<file path="config.mk">
export PLATFORM = sky130hd
export DESIGN_NAME = pacman_scan_gen
export DESIGN_NICKNAME = d
export VERILOG_FILES = /design/src/rtl/pacman_scan_gen.sv
export SDC_FILE = /design/constraint.sdc
export NUM_CORES = 1
export LEC_CHECK = 0
export ABC_AREA = 1
export BUFFER_PORTS_ARGS = -buffer_cell sky130_fd_sc_hd__buf_2
export CORE_AREA = 5 5 69 103
export CTS_CLUSTER_DIAMETER = 200
export DETAILED_ROUTE_END_ITERATION = 10
export DIE_AREA = 0 0 74 108
export PLACE_DENSITY = 0.59
export SYNTH_ARGS = -nofsm -noshare
export SYNTH_HDL_FRONTEND = slang
export SYNTH_SLANG_ARGS = --single-unit
</file>
<file path="constraint.sdc">
create_clock -name clk -period 2.3 [get_ports clk]
set_clock_uncertainty 0.1 [all_clocks]
set_input_delay 0.46 -clock clk [delete_from_list [all_inputs] [get_ports clk]]
set_output_delay 0.46 -clock clk [all_outputs]
set_load 0.02 [all_outputs]
</file>
<file path="src/rtl/pacman_scan_gen.sv">
// Pacman scan generator.
// A VGA 640x480 raster counter that also produces game-space coordinates
// for a centred GAME_W x GAME_H window. All outputs are registered and
// advance only on pix_stb, decoded from the pre-increment raster position.
module pacman_scan_gen #(
  parameter int H_VISIBLE = 640,
  parameter int H_FRONT   = 16,
  parameter int H_SYNC    = 96,
  parameter int H_BACK    = 48,
  parameter int V_VISIBLE = 480,
  parameter int V_FRONT   = 10,
  parameter int V_SYNC    = 2,
  parameter int V_BACK    = 33,
  // Native pacman visible area (224 x 288).
  parameter int GAME_W    = 224,
  parameter int GAME_H    = 288,
  parameter int H_OFFSET  = (H_VISIBLE - GAME_W) / 2,
  parameter int V_OFFSET  = (V_VISIBLE - GAME_H) / 2
) (
  input  logic                      clk,
  input  logic                      rst,
  input  logic                      pix_stb,
  output logic                      hsync,
  output logic                      vsync,
  output logic                      vga_de,
  output logic                      display_enabled,
  output logic [$clog2(GAME_W)-1:0] sx,
  output logic [$clog2(GAME_H)-1:0] sy,
  output logic                      game_pix_stb,
  output logic                      frame_stb
);

  localparam int H_TOTAL = H_VISIBLE + H_FRONT + H_SYNC + H_BACK;
  localparam int V_TOTAL = V_VISIBLE + V_FRONT + V_SYNC + V_BACK;
  localparam int HC_W    = $clog2(H_TOTAL);
  localparam int VC_W    = $clog2(V_TOTAL);
  localparam int SX_W    = $clog2(GAME_W);
  localparam int SY_W    = $clog2(GAME_H);

  // Boundaries sized to the counters so every compare is width-matched.
  localparam logic [HC_W-1:0] H_LAST   = HC_W'(H_TOTAL - 1);
  localparam logic [HC_W-1:0] H_VIS    = HC_W'(H_VISIBLE);
  localparam logic [HC_W-1:0] HS_BEG   = HC_W'(H_VISIBLE + H_FRONT);
  localparam logic [HC_W-1:0] HS_END   = HC_W'(H_VISIBLE + H_FRONT + H_SYNC);
  localparam logic [HC_W-1:0] HWIN_BEG = HC_W'(H_OFFSET);
  localparam logic [HC_W-1:0] HWIN_END = HC_W'(H_OFFSET + GAME_W);
  localparam logic [VC_W-1:0] V_LAST   = VC_W'(V_TOTAL - 1);
  localparam logic [VC_W-1:0] V_VIS    = VC_W'(V_VISIBLE);
  localparam logic [VC_W-1:0] VS_BEG   = VC_W'(V_VISIBLE + V_FRONT);
  localparam logic [VC_W-1:0] VS_END   = VC_W'(V_VISIBLE + V_FRONT + V_SYNC);
  localparam logic [VC_W-1:0] VWIN_BEG = VC_W'(V_OFFSET);
  localparam logic [VC_W-1:0] VWIN_END = VC_W'(V_OFFSET + GAME_H);

  // The game window must sit entirely inside the visible area.
  if (H_OFFSET + GAME_W > H_VISIBLE) begin : g_bad_hwin
    $error("pacman_scan_gen: game window exceeds visible width");
  end
  if (V_OFFSET + GAME_H > V_VISIBLE) begin : g_bad_vwin
    $error("pacman_scan_gen: game window exceeds visible height");
  end

  logic [HC_W-1:0] hcnt;
  logic [VC_W-1:0] vcnt;
  logic            h_wrap;
  logic            h_win, v_win, win;
  logic [SX_W-1:0] sx_d;
  logic [SY_W-1:0] sy_d;

  // Decode of the current (pre-increment) raster position.
  always_comb begin
    h_wrap = (hcnt == H_LAST);
    h_win  = (hcnt >= HWIN_BEG) && (hcnt < HWIN_END);
    v_win  = (vcnt >= VWIN_BEG) && (vcnt < VWIN_END);
    win    = h_win && v_win;
    sx_d   = '0;
    sy_d   = '0;
    if (win) begin
      sx_d = SX_W'(hcnt - HWIN_BEG);
      sy_d = SY_W'(vcnt - VWIN_BEG);
    end
  end

  // Raster counters; vcnt steps on the same pix_stb edge that wraps hcnt.
  always_ff @(posedge clk or posedge rst) begin
    if (rst) begin
      hcnt <= '0;
      vcnt <= '0;
    end else if (pix_stb) begin
      if (h_wrap) begin
        hcnt <= '0;
        vcnt <= (vcnt == V_LAST) ? '0 : vcnt + 1'b1;
      end else begin
        hcnt <= hcnt + 1'b1;
      end
    end
  end

  // Level outputs: refreshed on pix_stb, held otherwise.
  always_ff @(posedge clk or posedge rst) begin
    if (rst) begin
      hsync           <= 1'b1;
      vsync           <= 1'b1;
      vga_de          <= 1'b0;
      display_enabled <= 1'b0;
      sx              <= '0;
      sy              <= '0;
    end else if (pix_stb) begin
      hsync           <= !((hcnt >= HS_BEG) && (hcnt < HS_END));
      vsync           <= !((vcnt >= VS_BEG) && (vcnt < VS_END));
      vga_de          <= (hcnt < H_VIS) && (vcnt < V_VIS);
      display_enabled <= win;
      sx              <= sx_d;
      sy              <= sy_d;
    end
  end

  // Strobes: one clk wide, cleared on every clk without pix_stb.
  always_ff @(posedge clk or posedge rst) begin
    if (rst) begin
      game_pix_stb <= 1'b0;
      frame_stb    <= 1'b0;
    end else begin
      game_pix_stb <= pix_stb && win;
      frame_stb    <= pix_stb && (hcnt == '0) && (vcnt == '0);
    end
  end

endmodule
</file>
==> flow_summary.ini <==
[run_status]
status = complete, no violations

[worst_setup_path]
critPathMaxStageDelay_ps = 430
worstPathCellList = inv_1, ha_1, nand2_2, nor3_4, buf_12, nand2_1, nand2_1, nand2_1
path_delay_family = simple AND/OR/NAND/NOR gates
crit_path_start_kind = register
worstReg2RegStart = hcnt[5]
r2r_setup_slack_ps = 490
critPathBufInv = 2
crit-reg2reg-capture = vcnt[5]
arrival_ps = 1910
rr_worst_depth = 8
endpoint_kind = register
path_class = register to register
cp_common_cell = nand2_1
cp_max_fo = 13
cp.required_ps = 2400
crit_slowest_cell = dfrtp_1

[synth]
yosysWarnings = 0
synth-adder-area-share = 0.0475
synth_area_leader_cell = dfrtp_1
synth_top_family_by_area = simple AND/OR/NAND/NOR gates
yosysMostFrequentCell = nand2_1
ys_seq_elements = 43
async_reset_ff_frac = 1.00
synth_compound_gate_area_share = 0.0253
netlist_instances = 307
avgSynthCellArea_um2 = 7.73
synth_commonest_cells = 109 x nand2_1, 41 x dfrtp_1, 32 x nand3_1
ys_types = 25
synthFlopType = dfrtp_1
synth-xor-area-share = 0.0295
synth_edf_count = 0
yosys.area_share.simple = 0.362
syn_nets = 319
synth.mux.area_fraction = 0
seq_area_frac_synth = 0.455
yosysTopAreaCellShare = 0.432
netlist_top_cells_area = dfrtp_1 43%, nand2_1 17%, nand3_1 6.8%
synth_area_mm2 = 0.00237

[floorplanning]
core_mm2 = 0.00609
io-pin-count = 26
fp.dieW_um = 74
start_util = 0.390
die_h_um = 108
dieArea_mm2 = 0.00799
num_rows = 35

[placement]
gp_congestion = 0.859
placed_cell_area_mm2 = 0.00255
post-place-ws_ps = 473
port_buffers = 25
hpwl_um = 3850

[power_and_ir_drop]
p_sw_frac = 0.361
vdd_ir_drop_max_mv = 0.231
switching_power_uw = 719
p_leak_nw = 1.45
p_int_mw = 1.27
combPwrFrac = 0.261
p_per_area_mw_per_mm2 = 753
p_clk_frac = 0.253
power_frac_seq = 0.486

[routing]
drt-initial-drc-count = 108
drtPass1Iterations = 4
postRouteAntennaNets = 0
wire_per_inst_um = 12.7
drc_errors = 0
routed_via_density = 4.83
dr_total_vias = 1953
drt_wl_total_um = 5140

[final_layout]
fin_area_mm2 = 0.00264
antenna_cells = 0
nets = 341
drive_above_1_share = 0.145
final_util = 0.434
area_growth_pct = 11.4

[global_routing]
gr-total-overflow = 0
grt_usage = 0.145
antenna_found_initial = 0
grt_pass1_vias = 1921
grt_first_pass_wirelength_um = 9020
grt_start_max_net_pins = 26

[clock_network]
cts_hold_buf = 0
cts.clk_slew.worst_paths_ps = 90
ctsResizeCount = 0
cts_max_level = 2
cts_setup_buffers = 0
root_buffer = clkbuf_8
cts.sinks = 43
numCtsBuffers = 5
cts_tree = yes
ctsLongestPathBuffers = 2
clock_latency_ps = 300

[timing]
finalCritPeriodShare = 0.786
setup-violations-final = 0
finalCriticalPeriod_ps = 1810
grt_setup_unrepaired = no
tightest_slew_ps = 727
tns_ps = 0
setup_ws_ps = 493
relSlewSlack = 0.512
final_max_slew_viol_count = 0
final_hold_viol_count = 0
fmax_ghz = 0.553

[min_path]
hp-class = primary input to async pin

[flow_run]
cap_violations = 0
-- how the worst max path moves through the flow --
stage | start | to | slack [ps] | cells past startpoint
2_1_floorplan | rst | display_enabled | 740 | 1
3_3_place_gp | hcnt[4] | sy[1] | 520 | 6
3_5_place_dp | pix_stb | vcnt[5] | 470 | 7
4_1_cts | hcnt[0] | sx[3] | 490 | 8
5_1_grt | hcnt[4] | sy[5] | 320 | 6
6_report | hcnt[5] | vcnt[5] | 490 | 8
-- metal layers --
metal	part of all wire	GRT usage
met1	0.43	0.177
met4	0.029	0.0712
met3	0.053	0.0316
met5	0	0
met2	0.49	0.236
-- flip-flops by register name (all words and copies together), names as in the netlist --
name and count:
vcnt 10, hcnt 10, vsync 1, display_enabled 1, sy 9, frame_stb 1, sx 8, hsync 1
vga_de 1, game_pix_stb 1
-- layout make-up --
cell class / count / area (µm²)
clock buffers: 7 / 86.3
clock inverters: 1 / 5.00
fillers: 625 / 3440
inverters: 30 / 115
multi-input cells: 222 / 1100
flip-flops and latches: 43 / 1080
well taps: 74 / 92.6
repair buffers: 27 / 165
-- cells by family (layout without fill, tap and decap cells) --
kind of cell / after synthesis / after routing
adder cells (fa/ha/maj): 9 / 9
buffers and inverters: 42 / 65
XOR/XNOR: 8 / 8
flip-flops: 43 / 43
AND/OR/NAND/NOR: 193 / 193
AO/OA/AOI/OAI: 12 / 12
-- cells in the final DEF, fill, tap and decap left out --
cell type | Yosys | layout
clkbuf_8 | 0 | 6
nand4_1 | 6 | 6
inv_1 | 28 | 27
o21ai_0 | 8 | 8
buf_2 | 5 | 25
nor2_1 | 24 | 24
buf_12 | 0 | 2
xnor2_1 | 3 | 3
dfstp_2 | 2 | 2
nor4_1 | 2 | 2
nor2_4 | 3 | 3
nor3_4 | 1 | 1
inv_2 | 1 | 1
a21oi_1 | 4 | 4
clkinv_1 | 0 | 1
clkinv_2 | 0 | 1
nand3_1 | 32 | 32
nor3_1 | 7 | 7
nand2_2 | 5 | 5
dfrtp_1 | 41 | 41
ha_1 | 9 | 9
inv_4 | 1 | 1
xor2_1 | 5 | 5
nand3b_1 | 3 | 3
nand3_2 | 1 | 1
nand2_1 | 109 | 109
clkbuf_1 | 2 | 1
-- power groups by stage --
stage	combinational [mW]	clock [mW]	sequential, mW
finish	0.519	0.504	0.968
global route	0.586	0.558	0.990
CTS	0.529	0.525	0.967
detailed placement	0.526	0	0.982
global placement	0.525	0	0.981
floorplan	0.392	0	0.987
-- metrics by stage --
stage / total power, mW / hold WS, ps / instances
2_1_floorplan: 1.38 / 392 / 307
3_3_place_gp: 1.51 / 362 / 396
3_5_place_dp: 1.51 / 362 / 396
4_1_cts: 2.02 / 101 / 404
5_1_grt: 2.14 / 122 / 404
6_report: 1.99 / 78.0 / 404
Power figures use the tool's default switching activity.
